==> src/rtl/lightgate_conditioner_pkg.sv <==
// lightgate_conditioner_pkg: shared defaults and gate indices for the
// light-gate input conditioner.
package lightgate_conditioner_pkg;

   localparam int unsigned DEBOUNCE_CYCLES_DEF = 16;
   localparam int unsigned STUCK_CYCLES_DEF    = 1048576;

   typedef enum logic {
      GATE_ONE = 1'b0,
      GATE_TWO = 1'b1
   } gate_idx_e;

endpackage

==> src/rtl/lightgate_conditioner_debounce_ch.sv <==
// lightgate_debounce_ch: one gate channel -- synchronizer, debouncer,
// edge strobes and the optional stuck timer (LIGHTGATE_STUCK_DETECT_EN).
module lightgate_debounce_ch
   import lightgate_conditioner_pkg::*;
#(
   parameter int unsigned DEBOUNCE_CYCLES = DEBOUNCE_CYCLES_DEF,
   parameter int unsigned STUCK_CYCLES    = STUCK_CYCLES_DEF
) (
   input  logic clk,
   input  logic reset,
   input  logic raw_i,
   output logic level_o,
   output logic rise_o,
   output logic fall_o,
   output logic stuck_o
);

   localparam int unsigned   CW      = $clog2(DEBOUNCE_CYCLES + 1);
   localparam logic [CW-1:0] DB_LAST = CW'(DEBOUNCE_CYCLES - 1);

   logic          sync1_q, sync2_q;
   logic [CW-1:0] cnt_q, cnt_d;
   logic          lvl_q, lvl_d;
   logic          g_q, rise_q, fall_q;

   always_comb begin
      cnt_d = '0;
      lvl_d = lvl_q;
      if (sync2_q != lvl_q) begin
         if (cnt_q == DB_LAST) lvl_d = ~lvl_q;
         else                  cnt_d = cnt_q + 1'b1;
      end
   end

   // g_q and the strobes are one register behind lvl_q so they line up.
   always_ff @(posedge clk) begin
      if (reset) begin
         sync1_q <= 1'b0;
         sync2_q <= 1'b0;
         cnt_q   <= '0;
         lvl_q   <= 1'b0;
         g_q     <= 1'b0;
         rise_q  <= 1'b0;
         fall_q  <= 1'b0;
      end else begin
         sync1_q <= raw_i;
         sync2_q <= sync1_q;
         cnt_q   <= cnt_d;
         lvl_q   <= lvl_d;
         g_q     <= lvl_q;
         rise_q  <= lvl_q & ~g_q;
         fall_q  <= ~lvl_q & g_q;
      end
   end

   assign level_o = g_q;
   assign rise_o  = rise_q;
   assign fall_o  = fall_q;

`ifdef LIGHTGATE_STUCK_DETECT_EN
   localparam int unsigned   TW    = $clog2(STUCK_CYCLES + 1);
   localparam logic [TW-1:0] T_MAX = TW'(STUCK_CYCLES);

   logic [TW-1:0] tmr_q, tmr_d;
   logic          stuck_q;

   always_comb begin
      tmr_d = '0;
      if (g_q) tmr_d = (tmr_q == T_MAX) ? tmr_q : tmr_q + 1'b1;
   end

   always_ff @(posedge clk) begin
      if (reset) begin
         tmr_q   <= '0;
         stuck_q <= 1'b0;
      end else begin
         tmr_q   <= tmr_d;
         stuck_q <= g_q & (tmr_q == T_MAX);
      end
   end

   assign stuck_o = stuck_q;
`else
   assign stuck_o = (STUCK_CYCLES == 0);
`endif

endmodule

==> src/rtl/lightgate_conditioner.sv <==
// lightgate_conditioner: two independent debounced light-gate channels.
// Stuck detection is built only when LIGHTGATE_STUCK_DETECT_EN is defined.
module lightgate_conditioner
   import lightgate_conditioner_pkg::*;
#(
   parameter int unsigned DEBOUNCE_CYCLES = DEBOUNCE_CYCLES_DEF,
   parameter int unsigned STUCK_CYCLES    = STUCK_CYCLES_DEF
) (
   input  logic clk,
   input  logic reset,
   input  logic g_one_raw,
   input  logic g_two_raw,
   output logic g_one,
   output logic g_two,
   output logic g_one_rise,
   output logic g_one_fall,
   output logic g_two_rise,
   output logic g_two_fall,
   output logic stuck
);

   logic [1:0] g_w, rise_w, fall_w, stuck_w;

   lightgate_debounce_ch #(
      .DEBOUNCE_CYCLES (DEBOUNCE_CYCLES),
      .STUCK_CYCLES    (STUCK_CYCLES)
   ) u_ch_one (
      .clk     (clk),
      .reset   (reset),
      .raw_i   (g_one_raw),
      .level_o (g_w[GATE_ONE]),
      .rise_o  (rise_w[GATE_ONE]),
      .fall_o  (fall_w[GATE_ONE]),
      .stuck_o (stuck_w[GATE_ONE])
   );

   lightgate_debounce_ch #(
      .DEBOUNCE_CYCLES (DEBOUNCE_CYCLES),
      .STUCK_CYCLES    (STUCK_CYCLES)
   ) u_ch_two (
      .clk     (clk),
      .reset   (reset),
      .raw_i   (g_two_raw),
      .level_o (g_w[GATE_TWO]),
      .rise_o  (rise_w[GATE_TWO]),
      .fall_o  (fall_w[GATE_TWO]),
      .stuck_o (stuck_w[GATE_TWO])
   );

   assign g_one      = g_w[GATE_ONE];
   assign g_two      = g_w[GATE_TWO];
   assign g_one_rise = rise_w[GATE_ONE];
   assign g_one_fall = fall_w[GATE_ONE];
   assign g_two_rise = rise_w[GATE_TWO];
   assign g_two_fall = fall_w[GATE_TWO];
   assign stuck      = |stuck_w;

endmodule

==> config.mk <==
export PLATFORM = sky130hd
export DESIGN_NAME = lightgate_conditioner
export DESIGN_NICKNAME = d
export VERILOG_FILES = /design/src/rtl/lightgate_conditioner_pkg.sv /design/src/rtl/lightgate_conditioner_debounce_ch.sv /design/src/rtl/lightgate_conditioner.sv
export SDC_FILE = /design/constraint.sdc
export NUM_CORES = 1
export LEC_CHECK = 0
export CAP_MARGIN = 10
export CORE_ASPECT_RATIO = 0.7
export CORE_UTILIZATION = 40
export DETAILED_ROUTE_END_ITERATION = 8
export PLACE_DENSITY = 0.71
export SLEW_MARGIN = 20
export SYNTH_ARGS = -nofsm -noshare
export SYNTH_HDL_FRONTEND = slang
export SYNTH_HIERARCHICAL = 1
export SYNTH_SLANG_ARGS = --single-unit
==> constraint.sdc <==
create_clock -name clk -period 2.5 [get_ports clk]
set_clock_uncertainty 0.15 [all_clocks]
set_input_delay 0.75 -clock clk [delete_from_list [all_inputs] [get_ports clk]]
set_output_delay 0.75 -clock clk [all_outputs]
set_load 0.03 [all_outputs]
==> flow_summary.json, run 1 <==
{
  "io_buffers": 9,
  "rsz0062_at_grt": "false",
  "min_period_over_period_pct": 89.6,
  "final_nets": 92,
  "fin_util_pct": 53.9,
  "cts_buffers": 3,
  "fill_cells": 158,
  "antenna_found_initial": 0,
  "die_y_um": 38.5,
  "wl_per_cell_um": 9.19,
  "die_w_um": 54.2,
  "cts.clk_slew.worst_paths_ps": 110,
  "cts_tree": "done",
  "cap_violations": 0,
  "required_ps": 1600,
  "synth_seq_cells": 22,
  "cts_setup_buffers": 0,
  "fin_setup_tns_ps": 0,
  "slowest_delay_ps": 670,
  "first_iter_violations": 8,
  "synth_area_um2": 762,
  "max_freq_mhz": 446,
  "slowest_stage": "clkdlybuf4s50_1",
  "ios": 11,
  "core_area_um2": 1680,
  "hold_ws_ps": 297,
  "cp.depth": 1,
  "hold_buffers": 0,
  "dr_total_vias": 461,
  "hp-class": "reg2reg",
  "finalHoldViolCount": 0,
  "clock_sink_count": 22,
  "grt_pass1_vias": 415,
  "drc": 0,
  "cpLargestDelayFamily": "buffers and inverters",
  "hold-path-cell-count": 1,
  "ant_nets": 0,
  "ys_seq_area_share_pct": 57.8,
  "power_density_nw_per_um2": 617,
  "viasPerCell": 4.43,
  "yosysWarningCount": 6,
  "path_max_fanout": 3,
  "dr.pass1.iters": 4,
  "syn-num-nets": 79,
  "dp_hpwl_um": 720,
  "reg2reg_depth": 5,
  "worstSetupPathType": "reg2out",
  "gp_congestion": 0.653,
  "wirelength_um": 956,
  "grt_pass1_wl_um": 1720,
  "area_delta_synth_final_pct": 19.0,
  "leakagePower_nw": 0.355,
  "htreeDepth": 1,
  "cts_resized": 0,
  "critPathLaunchType": "flop",
  "syn_inst": 71,
  "period_minus_slack_ps": 2240,
  "final-setup-viol-count": 0,
  "final_layout_size_suffix_gt1_share_pct": 8.43,
  "cp.arrival_ps": 1340,
  "outcome": "completed",
  "place_area_um2": 871,
  "clock_latency_ps": 300,
  "start_util_pct": 45.3,
  "synthDistinctLibCells": 15,
  "clockBufferDepth": 2,
  "path_cells": "clkdlybuf4s50_1",
  "die_area_um2": 2090,
  "peakVddDrop_v": 0.000528,
  "grt.total_usage_pct": 12.8,
  "worst-path-buf-inv": 1,
  "row_count": 12,
  "cts-root-buf": "clkbuf_4",
  "grt_max_degree": 13,
  "grt-ovfl-total": 0,
  "n_antenna_cell": 0,
  "cp-end-kind": "output port",
  "postLayoutCellArea_um2": 907,
  "maxSlewViolCount": 0,
  "syn_area_per_cell_um2": 10.7
}
[cells in the mapped netlist (all sizes together)]
cell type   n  area share, %
or2         1           0.82
inv         4            2.0
dfxtp      22             58
buf         2            2.0
nor2       12            5.9
nand3       2            1.3
nor2b       8            6.6
xnor2       4            4.6
xor2        2            2.3
conb        2           0.99
or3         2            3.0
nor3b       2            2.0
mux2i       2            2.6
and3        2            1.6
ha          4            6.6
[per-layer routing]
layer	GRT usage, %	wire length [um]	vias up
met2	18.9	423	10
li1	-	-	244
met3	7.14	62	2
met5	0	0	-
met4	7.69	20	0
met1	14.4	451	205
[layout make-up]
class	count	area, um^2	share of cell area [%]
clock buffer	4	36.3	4.00
inverter	4	15.0	1.66
multi-input combinational	43	292	32.1
sequential	22	440	48.6
tap	21	26.3	2.90
timing repair buffer	10	97.6	10.8
[flip-flops by register name, summed over array words and instances (netlist names)]
name              flops
u_ch_one/cnt_q        5
u_ch_one/fall_o       1
u_ch_one/level_o      1
u_ch_one/lvl_q        1
u_ch_one/rise_o       1
u_ch_one/sync1_q      1
u_ch_one/sync2_q      1
u_ch_two/cnt_q        5
u_ch_two/fall_o       1
u_ch_two/level_o      1
u_ch_two/lvl_q        1
u_ch_two/rise_o       1
u_ch_two/sync1_q      1
u_ch_two/sync2_q      1
[layout by cell type, fill, tap and decap left out]
master and n:
xor2_1 2, or2_1 1, dfxtp_1 22, ha_1 4, clkdlybuf4s50_1 9, nor3b_1 2, nor2_1 12, mux2i_1 2
inv_1 4, xnor2_1 4, clkbuf_4 3, and3_1 2, nand3_1 2, clkbuf_8 1, nor2b_1 8, or3_4 2
buf_4 1, conb_1 2
[kinds of logic after synthesis]
group,synth area share (%)
simple gates,21.2
buf+inv,3.94
fa+ha+maj,6.57
xor+xnor,6.90
other cells,0.986
flops,57.8
mux,2.63
[where the power goes]
| part | internal, mW | switching (mW) | leakage, nW | total [mW] |
|---|---|---|---|---|
| Sequential | 0.354 | 0.00177 | 0.178 | 0.356 |
| Combinational | 0.00944 | 0.00780 | 0.156 | 0.0172 |
| Clock | 0.0889 | 0.0978 | 0.0210 | 0.187 |
| Total | 0.453 | 0.107 | 0.355 | 0.560 |
[per-stage QoR]
step                power [mW]  worst slack [ps]  instances
global placement         0.381               486        100
floorplan                0.375               913         71
global route             0.588               193        104
finish                   0.560               260        104
detailed placement       0.382               469        100
CTS                      0.569               240        104
[final timing paths]
check                          from                end  slack (ps)
setup / recovery   u_ch_one/level_o              g_one         260
hold / removal     u_ch_one/sync1_q   u_ch_one/sync2_q         300
hold reg to reg    u_ch_one/sync1_q   u_ch_one/sync2_q         300
setup reg to reg  u_ch_one/cnt_q[0]  u_ch_one/cnt_q[2]         790
(Power assumes the default switching activity.)
==> inputs of run 2 (changes only) <==
Settings changed: TNS_END_PERCENT from default to 20.
==> results of run 2 <==
Same layout as run 1: the final DEF is identical, and so are final timing and power.
==> inputs of run 3 (changes only) <==
Settings changed: CAP_MARGIN 10 to 20.
==> results of run 3 <==
Same layout as run 1: the final DEF is identical, and so are final timing and power.
